File: config.mk
export PLATFORM = sky130hd
export DESIGN_NAME = gpio_access_arbiter
export DESIGN_NICKNAME = d
export VERILOG_FILES = /design/src/rtl/gpio_access_arbiter.sv
export SDC_FILE = /design/constraint.sdc
export NUM_CORES = 1
export LEC_CHECK = 0
export BUFFER_PORTS_ARGS = -buffer_cell sky130_fd_sc_hd__clkbuf_2
export CORE_ASPECT_RATIO = 0.8
export CORE_MARGIN = 4
export CORE_UTILIZATION = 45
export DETAILED_ROUTE_END_ITERATION = 7
export GPL_TIMING_DRIVEN = 0
export PLACE_DENSITY = 0.7
export SETUP_SLACK_MARGIN = 0.4
export SLEW_MARGIN = 5
export SYNTH_ARGS = -nofsm -noshare
export SYNTH_HDL_FRONTEND = slang
export SYNTH_SLANG_ARGS = --single-unit
File: constraint.sdc
create_clock -name pclk -period 3.4 [get_ports pclk]
set_input_delay 0.51 -clock pclk [delete_from_list [all_inputs] [get_ports pclk]]
set_output_delay 0.51 -clock pclk [all_outputs]
set_load 0.02 [all_outputs]
File: src/rtl/gpio_access_arbiter.sv
// GPIO pin-bank owner: round-robin arbitration between requesters with serialised
// masked read-modify-write of the output-data and active-low output-enable registers.
module gpio_access_arbiter #(
    parameter int unsigned GPIO_DATA_WIDTH = 16,
    parameter int unsigned NUM_REQ         = 2
) (
    input  logic                               pclk,
    input  logic                               p_reset,
    input  logic [NUM_REQ-1:0]                 req,
    input  logic [2*NUM_REQ-1:0]               op,
    input  logic [NUM_REQ*GPIO_DATA_WIDTH-1:0] wdata,
    input  logic [NUM_REQ*GPIO_DATA_WIDTH-1:0] wmask,
    output logic [NUM_REQ-1:0]                 ack,
    output logic [GPIO_DATA_WIDTH-1:0]         rdata,
    output logic                               err,
    output logic [2:0]                         gnt_idx,
    input  logic [GPIO_DATA_WIDTH-1:0]         gpio_pin_in,
    output logic [GPIO_DATA_WIDTH-1:0]         gpio_pin_out,
    output logic [GPIO_DATA_WIDTH-1:0]         n_gpio_pin_oe
);

    localparam int unsigned W    = GPIO_DATA_WIDTH;
    localparam int          NReq = int'(NUM_REQ);

    typedef enum logic [1:0] {
        StIdle,
        StExec,
        StDone
    } state_e;

    state_e               state_q;
    logic [2:0]           ptr_q;
    logic [2:0]           gnt_q;
    logic [1:0]           op_q;
    logic [W-1:0]         wdata_q;
    logic [W-1:0]         wmask_q;
    logic [W-1:0]         out_q;
    logic [W-1:0]         noe_q;
    logic [W-1:0]         sync1_q;
    logic [W-1:0]         sync2_q;
    logic [NUM_REQ-1:0]   ack_q;
    logic                 err_q;
    logic [W-1:0]         rdata_q;

    logic [2:0]           win_idx;
    int                   win_dist;
    logic [1:0]           sel_op;
    logic [W-1:0]         sel_wdata;
    logic [W-1:0]         sel_wmask;

    logic [W-1:0]         out_d;
    logic [W-1:0]         noe_d;
    logic [W-1:0]         rdata_d;
    logic                 err_d;
    logic [2:0]           ptr_d;

    // Winner is the requester at the smallest rotational distance from the pointer.
    always_comb begin
        win_idx  = '0;
        win_dist = NReq;
        for (int i = 0; i < NReq; i++) begin
            if (req[i] && (((i + NReq - int'(ptr_q)) % NReq) < win_dist)) begin
                win_dist = (i + NReq - int'(ptr_q)) % NReq;
                win_idx  = 3'(i);
            end
        end
    end

    always_comb begin
        sel_op    = '0;
        sel_wdata = '0;
        sel_wmask = '0;
        for (int i = 0; i < NReq; i++) begin
            if (win_idx == 3'(i)) begin
                sel_op    = op[2*i +: 2];
                sel_wdata = wdata[i*W +: W];
                sel_wmask = wmask[i*W +: W];
            end
        end
    end

    always_comb begin
        out_d   = out_q;
        noe_d   = noe_q;
        rdata_d = '0;
        err_d   = 1'b0;
        unique case (op_q)
            2'b00: rdata_d = sync2_q;
            2'b01: begin
                out_d   = (out_q & ~wmask_q) | (wdata_q & wmask_q);
                rdata_d = out_d;
            end
            2'b10: begin
                noe_d   = (noe_q & ~wmask_q) | (~wdata_q & wmask_q);
                rdata_d = ~noe_d;
            end
            2'b11: err_d = 1'b1;
        endcase
        ptr_d = (gnt_q == 3'(NUM_REQ - 1)) ? 3'd0 : gnt_q + 3'd1;
    end

    always_ff @(posedge pclk) begin
        if (p_reset) begin
            state_q <= StIdle;
            ptr_q   <= '0;
            gnt_q   <= '0;
            op_q    <= '0;
            wdata_q <= '0;
            wmask_q <= '0;
            out_q   <= '0;
            noe_q   <= '1;
            sync1_q <= '0;
            sync2_q <= '0;
            ack_q   <= '0;
            err_q   <= 1'b0;
            rdata_q <= '0;
        end else begin
            sync1_q <= gpio_pin_in;
            sync2_q <= sync1_q;
            ack_q   <= '0;
            err_q   <= 1'b0;
            rdata_q <= '0;
            case (state_q)
                StIdle: begin
                    if (|req) begin
                        gnt_q   <= win_idx;
                        op_q    <= sel_op;
                        wdata_q <= sel_wdata;
                        wmask_q <= sel_wmask;
                        state_q <= StExec;
                    end
                end
                StExec: begin
                    out_q   <= out_d;
                    noe_q   <= noe_d;
                    rdata_q <= rdata_d;
                    err_q   <= err_d;
                    for (int i = 0; i < NReq; i++) begin
                        ack_q[i] <= (gnt_q == 3'(i));
                    end
                    ptr_q   <= ptr_d;
                    state_q <= StDone;
                end
                StDone:  state_q <= StIdle;
                default: state_q <= StIdle;
            endcase
        end
    end

    assign ack           = ack_q;
    assign rdata         = rdata_q;
    assign err           = err_q;
    assign gnt_idx       = gnt_q;
    assign gpio_pin_out  = out_q;
    assign n_gpio_pin_oe = noe_q;

endmodule

Word level (Yosys, flattened, before mapping)
Index checks and enable logic that the tools add are counted.

Bits in registers: 125. Latch bits: 0. ROM bits: 0. Output and inout port bits: 54. Word-level logic and storage cells: 61. Memories kept: 0. RAM bits: 0.

$lt $le $gt $ge: 2. Reductions and logical operators: 11. Add/sub/neg operators: 3. Equal/unequal tests: 7. Muxes and demuxes: 13. Shift operators: 0. Div/mod/pow operators: 0. Bitwise logic cells: 12. Multipliers: 0.

Operator list (number): $and 16x16->16 (4); $mux 16 (4); $not 16->16 (3); $pmux 16 s3 (1); $lt 2x32->1 (1); $mux 32 (1); $or 16x16->16 (2); $sub 2x3->4 const A (2); $eq 3x1->1 const B (2); $logic_not 3->1 (2); $mux 2 (3); $reduce_and 2->1 (3); $eq 2x1->1 const B (2); $eq 2x2->1 const B (2); $logic_not 2->1 (2); $pmux 2 s2 (1); $reduce_or 2->1 (2); $add 3x1->3 const B (1); $lt 2x3->1 const B (1); $mux 3 (1); $and 1x1->1 (2); $logic_and 1x1->1 (2); $mux 1 (2); $ne 2x2->1 const B (1); $not 1->1 (1).

Longest topological paths before layout
Gate-level depths: netlist of run 1.

Word-level depth: 11. Gate-level depth with buffers: 7. Depth with buffers taken out: 3.

Worst setup path before layout of run 1
Ideal clock, no wire load.

Path kind: input-to-reg. From: in req[1]. To: reg wdata_q[0]. Arrival: 1540 ps. Buffers on the path: 4. Setup slack: 1772 ps. Data required time: 3311 ps. Setup time: 89 ps. Stages: 7. Cells stage by stage: buf_6 > or2_1 > buf_6 > and2_4 > buf_6 > buf_6 > a311oi_2.

Longest elaborated chain between the ends: 5. Elaborated cells between the ends (all ways): 8.

Ends and longest elaborated chain: start: declaration (RTL line 9) `input logic [NUM_REQ-1:0] req,`; $logic_and 1x1->1 (RTL line 62) `if (req[i] && (((i + NReq - int'(ptr_q)) % NReq) < win_dist)) begin`; $mux 1 (RTL line 62); $logic_not 3->1 (RTL line 74) `if (win_idx == 3'(i)) begin`; $mux 16 (2 in series) (RTL line 74); end signal: assignment (RTL line 128) `wdata_q <= sel_wdata;`; end: declaration (RTL line 35) `logic [W-1:0] wdata_q;`.

Parallel ways exist; a longest one is shown, timed or not. A chain may end at the register's enable or synchronous reset.

Worst setup path in the final report of run 1
From: reg state_q[0]. To: reg rdata_q[1], in the netlist rdata[1].

Longest elaborated chain between the ends: 3.

Ends and longest elaborated chain: start: declaration (RTL line 31) `state_e state_q;`; start signal: assignment (RTL line 104) `state_q <= StIdle;`; start signal: assignment (RTL line 130) `state_q <= StExec;`; start signal: assignment (RTL line 142) `state_q <= StDone;`; $eq 2x1->1 (RTL line 123) `case (state_q)`; $not 1->1 (no source line); $reduce_or 2->1 (no source line); end signal: assignment (RTL line 136) `rdata_q <= rdata_d;`; end: declaration (RTL line 43) `logic [W-1:0] rdata_q;`.

No other way between the ends.

==> results of run 1 <==
cells in the mapped netlist, types with 2 or more instances:
| cell | number |
|---|---|
| and3_1 | 18 |
| nand2b_1 | 7 |
| nand3_1 | 35 |
| buf_1 | 6 |
| o21ai_0 | 66 |
| nor3_1 | 10 |
| a311oi_2 | 30 |
| clkbuf_1 | 31 |
| a211oi_1 | 10 |
| buf_6 | 6 |
| a2111oi_0 | 6 |
| inv_1 | 13 |
| a21oi_1 | 58 |
| a41o_1 | 16 |
| a311oi_1 | 4 |
| nor2b_1 | 35 |
| nor2_1 | 18 |
| buf_2 | 17 |
| nand2_1 | 16 |
| o211ai_1 | 10 |
| a31o_2 | 4 |
| a32o_1 | 10 |
| a31o_1 | 2 |
| dfxtp_1 | 121 |
| buf_4 | 3 |
| mux2i_1 | 6 |
how the worst min path moves through the flow:
stage               slack [ns]  cells after the start                      to                    from
floorplan                 0.41                      1   sync2_q[0]$_SDFF_PP0_   sync1_q[0]$_SDFF_PP0_
global placement          0.43                      1  sync2_q[11]$_SDFF_PP0_  sync1_q[11]$_SDFF_PP0_
detailed placement        0.43                      1   sync2_q[4]$_SDFF_PP0_   sync1_q[4]$_SDFF_PP0_
CTS                       0.29                      2   sync1_q[5]$_SDFF_PP0_          gpio_pin_in[5]
global route              0.30                      2  sync1_q[11]$_SDFF_PP0_         gpio_pin_in[11]
finish                    0.30                      2   sync1_q[6]$_SDFF_PP0_          gpio_pin_in[6]
layer usage:
metal / track usage, % / share of wire (%)
met1: 33.4 / 44
met5: 0 / 0
met4: 10.0 / 2.2
met2: 36.6 / 45
met3: 7.82 / 9.1
stage by stage:
step / setup slack, ns / hold WS [ns] / utilization (%) / power, mW / instance area [um^2]
6_report: 1.43 / 0.295 / 59.1 / 3.96 / 6780
5_1_grt: 1.45 / 0.297 / 59.1 / 4.10 / 6780
4_1_cts: 1.54 / 0.286 / 59.1 / 3.97 / 6780
3_5_place_dp: 1.30 / 0.427 / 53.7 / 2.10 / 6160
3_3_place_gp: 1.30 / 0.426 / 53.7 / 2.09 / 6160
2_1_floorplan: 1.77 / 0.414 / - / 1.92 / 5280
logic make-up (layout without fill, tap and decap cells):
| kind of cell | after synthesis | in the layout | synth area share, % |
|---|---|---|---|
| other | 1 | 2 | 0.0710 |
| flip-flops | 121 | 121 | 45.9 |
| AND/OR/NAND/NOR | 146 | 146 | 15.0 |
| multiplexers | 6 | 6 | 1.14 |
| AO/OA/AOI/OAI | 218 | 218 | 31.0 |
| buffers and inverters | 77 | 247 | 6.94 |
flip-flops by register name (all words and copies together) (netlist names):
signal	cells
ack	2
gpio_pin_out	16
state_q	2
wmask_q	16
op_q	2
err	1
ptr_q	1
rdata	16
sync1_q	16
wdata_q	16
gnt_idx	1
sync2_q	16
n_gpio_pin_oe	16
power by group through the flow:
stage / Combinational (mW) / Clock, mW / Sequential [mW]
floorplan: 0.338 / 0 / 1.58
global placement: 0.487 / 0 / 1.60
detailed placement: 0.499 / 0 / 1.60
CTS: 0.504 / 1.89 / 1.57
global route: 0.554 / 1.96 / 1.59
finish: 0.507 / 1.88 / 1.58
area by class of cell:
type | count | area (um^2) | share of cell area (%)
Clock inverter | 13 | 169 | 2.49
Clock buffer | 19 | 453 | 6.68
Sequential cell | 121 | 2420 | 35.7
Buffer | 63 | 314 | 4.63
Tap cell | 148 | 185 | 2.73
Timing Repair Buffer | 138 | 691 | 10.2
Inverter | 14 | 52.6 | 0.775
Multi-Input combinational cell | 372 | 2490 | 36.8
==> impl_metrics.json, run 1 <==
{
  "cp_cell_sequence": "or3b_1 > buf_2 > buf_2 > nor3_1 > a32o_1",
  "cp_common_cell": "buf_2",
  "dp_hpwl_um": 12400,
  "yosysTopAreaCellShare_pct": 45.9,
  "die_y_um": 105,
  "drcViolationCount": 0,
  "worstSetupPathDepth": 5,
  "cts.reportedPaths.clkPinSlew_ns": 0.06,
  "synth-seq-cells": 121,
  "ctsHoldBuffers": 0,
  "num_rows": 35,
  "wl_per_cell_um": 18.8,
  "clk-insertion-delay-late_ns": 0.42,
  "finalHoldViolCount": 0,
  "timing.setup.tns_ns": 0,
  "grt_max_degree": 17,
  "slowest_stage": "nor3_1",
  "grt_pass1_wl_um": 25800,
  "post_cts_buffers": 0,
  "grt_setup_unrepaired": "no",
  "track_usage_pct": 24.7,
  "layout_commonest_cell": "clkbuf_2",
  "r2r_end": "rdata[1]$_SDFF_PP0_",
  "power_frac_seq_pct": 39.8,
  "cts_max_path_buffers": 2,
  "crit_fanout": 10,
  "rrSetupSlack_ns": 1.43,
  "skew_ns": 0.00627,
  "die_w_um": 129,
  "yosys_warnings": 0,
  "powerDensity_nw_per_um2": 584,
  "clock_power_share_pct": 47.4,
  "syn_area_per_cell_um2": 9.28,
  "cp-startpoint": "state_q[0]$_SDFFE_PP0P_",
  "place.gp.congestion": 0.861,
  "worst-setup-path-type": "reg -> reg",
  "min_period_ns": 1.97,
  "final_max_slew_viol_count": 0,
  "gr-total-overflow": 0,
  "peakVddDrop_uv": 364,
  "ioPinCount": 142,
  "vias": 5127,
  "n_antenna_cell": 0,
  "worstHoldPathType": "in -> reg",
  "async_reset_ff_share_pct": 0,
  "grt_pass1_vias": 4970,
  "internal_power_mw": 2.89,
  "critPathMaxStageDelay_ns": 0.53,
  "nNetsFinal": 815,
  "maxSlewHeadroom_pct": 53.3,
  "reg2reg_depth": 5,
  "detail-route-antenna-nets": 0,
  "final_cells": 888,
  "syn_to_final_growth_pct": 28.4,
  "synthCells": 569,
  "r2r_start": "state_q[0]$_SDFFE_PP0P_",
  "synth-edff-count": 0,
  "fin_crit_sh_pct": 58.0,
  "wl_um": 16700,
  "sw_frac_of_total_pct": 27.0,
  "dominantRegCellSynth": "dfxtp_1",
  "drive_above_1_share_pct": 31.5,
  "core_um2": 11500,
  "setup_viol": 0,
  "arrival_ns": 2.33,
  "worstSetupEndpointType": "flop",
  "htreeDepth": 4,
  "cts_root_buf": "clkbuf_16",
  "synth_top_area_cell": "dfxtp_1",
  "antenna_found_initial": 0,
  "power.switching_mw": 1.07,
  "status": "finished clean",
  "cts_tree": "built",
  "synth_seq_area_share_pct": 45.9,
  "crit_family": "simple AND/OR/NAND/NOR gates",
  "initial_utilization_pct": 46.0,
  "final_cell_mix": "clkbuf_2, dfxtp_1, o21ai_0",
  "port_buffers": 138,
  "crit_buf_inv": 2,
  "cts_inserted_buffers": 17,
  "cp-endpoint": "rdata[1]$_SDFF_PP0_",
  "yosys.cell_types.count": 37,
  "via_per_inst": 5.77,
  "drt_iter0_markers": 368,
  "p_comb_share_pct": 12.8,
  "max-cap-violations": 0,
  "worstPathRequired_ns": 3.76,
  "fill_cells": 1033,
  "ctsResizeCount": 0,
  "dp_cells": 856,
  "syn_area_um2": 5280,
  "max_freq_mhz": 507,
  "cellLeakagePower_nw": 2.89,
  "firstDrtPassIters": 6,
  "clkSinkCount": 121,
  "synth_area_leaders": "dfxtp_1, a311oi_2, o21ai_0, a21oi_1, nor2b_1",
  "start_kind": "flop",
  "worst_pin_slew_ns": 0.701,
  "die_area_um2": 13500
}
(Power assumes the default switching activity.)
==> run 2: changes to the inputs <==
--- a/config.mk
+++ b/config.mk
@@ -11,7 +11,7 @@
 export CORE_UTILIZATION = 45
 export DETAILED_ROUTE_END_ITERATION = 7
 export GPL_TIMING_DRIVEN = 0
-export PLACE_DENSITY = 0.7
+export PLACE_DENSITY = 0.73
 export SETUP_SLACK_MARGIN = 0.4
 export SLEW_MARGIN = 5
 export SYNTH_ARGS = -nofsm -noshare
==> constraint.sdc (replaced) <==
create_clock -name pclk -period 1.7 [get_ports pclk]
set_input_delay 0.255 -clock pclk [delete_from_list [all_inputs] [get_ports pclk]]
set_output_delay 0.255 -clock pclk [all_outputs]
set_load 0.02 [all_outputs]
==> run 2 against run 1 <==
  * Setup slack worse by 1.2 ns
  * Flip-flop and latch count unchanged
  * Hold slack got worse by 0.26 ns
  * Utilization increased by 6.8 points
  * Highest routed layer unchanged
==> impl_metrics.json, run 2 (synthesis results as in run 1) <==
{
  "status": "finished clean",
  "fin_crit_sh_pct": 86.2,
  "power.switching_mw": 2.23,
  "drt_iter0_markers": 486,
  "track_usage_pct": 25.2,
  "n_antenna_cell": 0,
  "crit_fanout": 6,
  "skew_ns": 0.00623,
  "die_w_um": 129,
  "nNetsFinal": 829,
  "peakVddDrop_uv": 778,
  "cp-endpoint": "rdata[8]$_SDFF_PP0_",
  "cp-startpoint": "state_q[0]$_SDFFE_PP0P_",
  "initial_utilization_pct": 46.0,
  "setup_viol": 0,
  "placed_area_um2": 6230,
  "detail-route-antenna-nets": 0,
  "wl_per_cell_um": 20.4,
  "cp_cell_sequence": "or3b_4 > buf_12 > buf_12 > nor3_2 > a32o_1",
  "via_per_inst": 5.91,
  "rrSetupSlack_ns": 0.23,
  "worstPathRequired_ns": 2.06,
  "r2r_start": "state_q[0]$_SDFFE_PP0P_",
  "grt_pass1_wl_um": 26400,
  "grt_setup_unrepaired": "yes",
  "slowest_stage": "or3b_4",
  "die_area_um2": 13500,
  "wl_um": 18400,
  "layout_commonest_cell": "clkbuf_2",
  "max_freq_mhz": 683,
  "core_um2": 11500,
  "p_comb_share_pct": 15.7,
  "htreeDepth": 4,
  "worst_pin_slew_ns": 0.777,
  "maxSlewHeadroom_pct": 48.2,
  "clkSinkCount": 121,
  "ioPinCount": 142,
  "finalHoldViolCount": 0,
  "syn_to_final_growth_pct": 43.1,
  "powerDensity_nw_per_um2": 1070,
  "r2r_end": "rdata[8]$_SDFF_PP0_",
  "reg2reg_depth": 5,
  "setup_ws_ns": 0.235,
  "final_cell_mix": "clkbuf_2, dfxtp_1, o21ai_0",
  "power_frac_seq_pct": 39.4,
  "ctsHoldBuffers": 0,
  "port_buffers": 138,
  "cts_max_path_buffers": 2,
  "worstHoldPathType": "in -> reg",
  "cts.reportedPaths.clkPinSlew_ns": 0.05,
  "min_from": "gpio_pin_in[5]",
  "sw_frac_of_total_pct": 27.6,
  "cellLeakagePower_nw": 3.12,
  "die_y_um": 105,
  "final_area_um2": 7560,
  "cp_common_cell": "buf_12",
  "arrival_ns": 1.83,
  "vias": 5327,
  "internal_power_mw": 5.86,
  "clk-insertion-delay-late_ns": 0.43,
  "num_rows": 35,
  "clock_power_share_pct": 44.9,
  "cts_inserted_buffers": 17,
  "dp_hpwl_um": 12400,
  "grt_max_degree": 17,
  "firstDrtPassIters": 5,
  "power_mw": 8.09,
  "worstSetupEndpointType": "flop",
  "start_kind": "flop",
  "final_max_slew_viol_count": 0,
  "pre_cts_slack_ns": 0.0152,
  "grt_pass1_vias": 5035,
  "min_period_ns": 1.47,
  "timing.setup.tns_ns": 0,
  "critPathMaxStageDelay_ns": 0.42,
  "fill_cells": 893,
  "drcViolationCount": 0,
  "cts_root_buf": "clkbuf_16",
  "gr-total-overflow": 0,
  "place.gp.congestion": 0.869,
  "cts_tree": "built",
  "worst-setup-path-type": "reg -> reg",
  "worst_hold_slack_ns": 0.0391,
  "max-cap-violations": 0,
  "drive_above_1_share_pct": 43.9,
  "antenna_found_initial": 0
}
run 2: critical path, delay by kind of cell (launching register included):
| kind | cells | cell delay, ns |
|---|---|---|
| buffers and inverters | 2 | 0.32 |
| AOI/OAI and AO/OA | 1 | 0.15 |
| and+or+nand+nor | 2 | 0.56 |
| DFF | 1 | 0.37 |
run 2: power groups by stage:
stage                     combinational (mW)  clock, mW  sequential [mW]
after floorplan                        0.704          0             3.17
after global placement                  1.00          0             3.21
after detailed placement                1.03          0             3.22
after CTS                               1.16       3.65             3.16
after global routing                    1.35       3.78             3.20
final                                   1.27       3.63             3.19
run 2: layout make-up:
cell class                      instances  area (um^2)  share of cell area, %
Multi-Input combinational cell        372         2890                   38.2
Sequential cell                       121         2430                   32.2
Timing Repair Buffer                  152          890                   11.8
Buffer                                 63          504                   6.67
Clock buffer                           20          447                   5.91
Tap cell                              148          185                   2.45
Clock inverter                         12          149                   1.97
Inverter                               14         57.6                  0.762
run 2: layer usage:
metal / vias up / track usage [%] / part of all wire, %
met5: - / 0 / 0
met2: 291 / 38.0 / 45
met3: 45 / 7.36 / 10
li1: 2452 / - / -
met4: 0 / 9.37 / 2.9
met1: 2539 / 34.2 / 42
run 2: how the worst min path moves through the flow:
stage,end,depth (start not counted)
after floorplan,sync1_q[0]$_SDFF_PP0_,1
after global placement,sync2_q[10]$_SDFF_PP0_,1
after detailed placement,sync2_q[14]$_SDFF_PP0_,1
after CTS,sync1_q[5]$_SDFF_PP0_,2
after global routing,sync1_q[5]$_SDFF_PP0_,2
final,sync1_q[5]$_SDFF_PP0_,2
run 2: metrics by stage:
stage	cells	utilization (%)
finish	902	65.9
global route	902	65.9
CTS	896	62.7
detailed placement	856	54.3
global placement	856	54.3
floorplan	570	-
run 2: what timing repair did:
item | 4_1_cts | 5_1_grt
endpoints found under the setup margin | 85 | 82
cloned | 4 | 3
setup buffers | 4 | 3
pin swaps | 22 | 37
resized for setup | 84 | 76
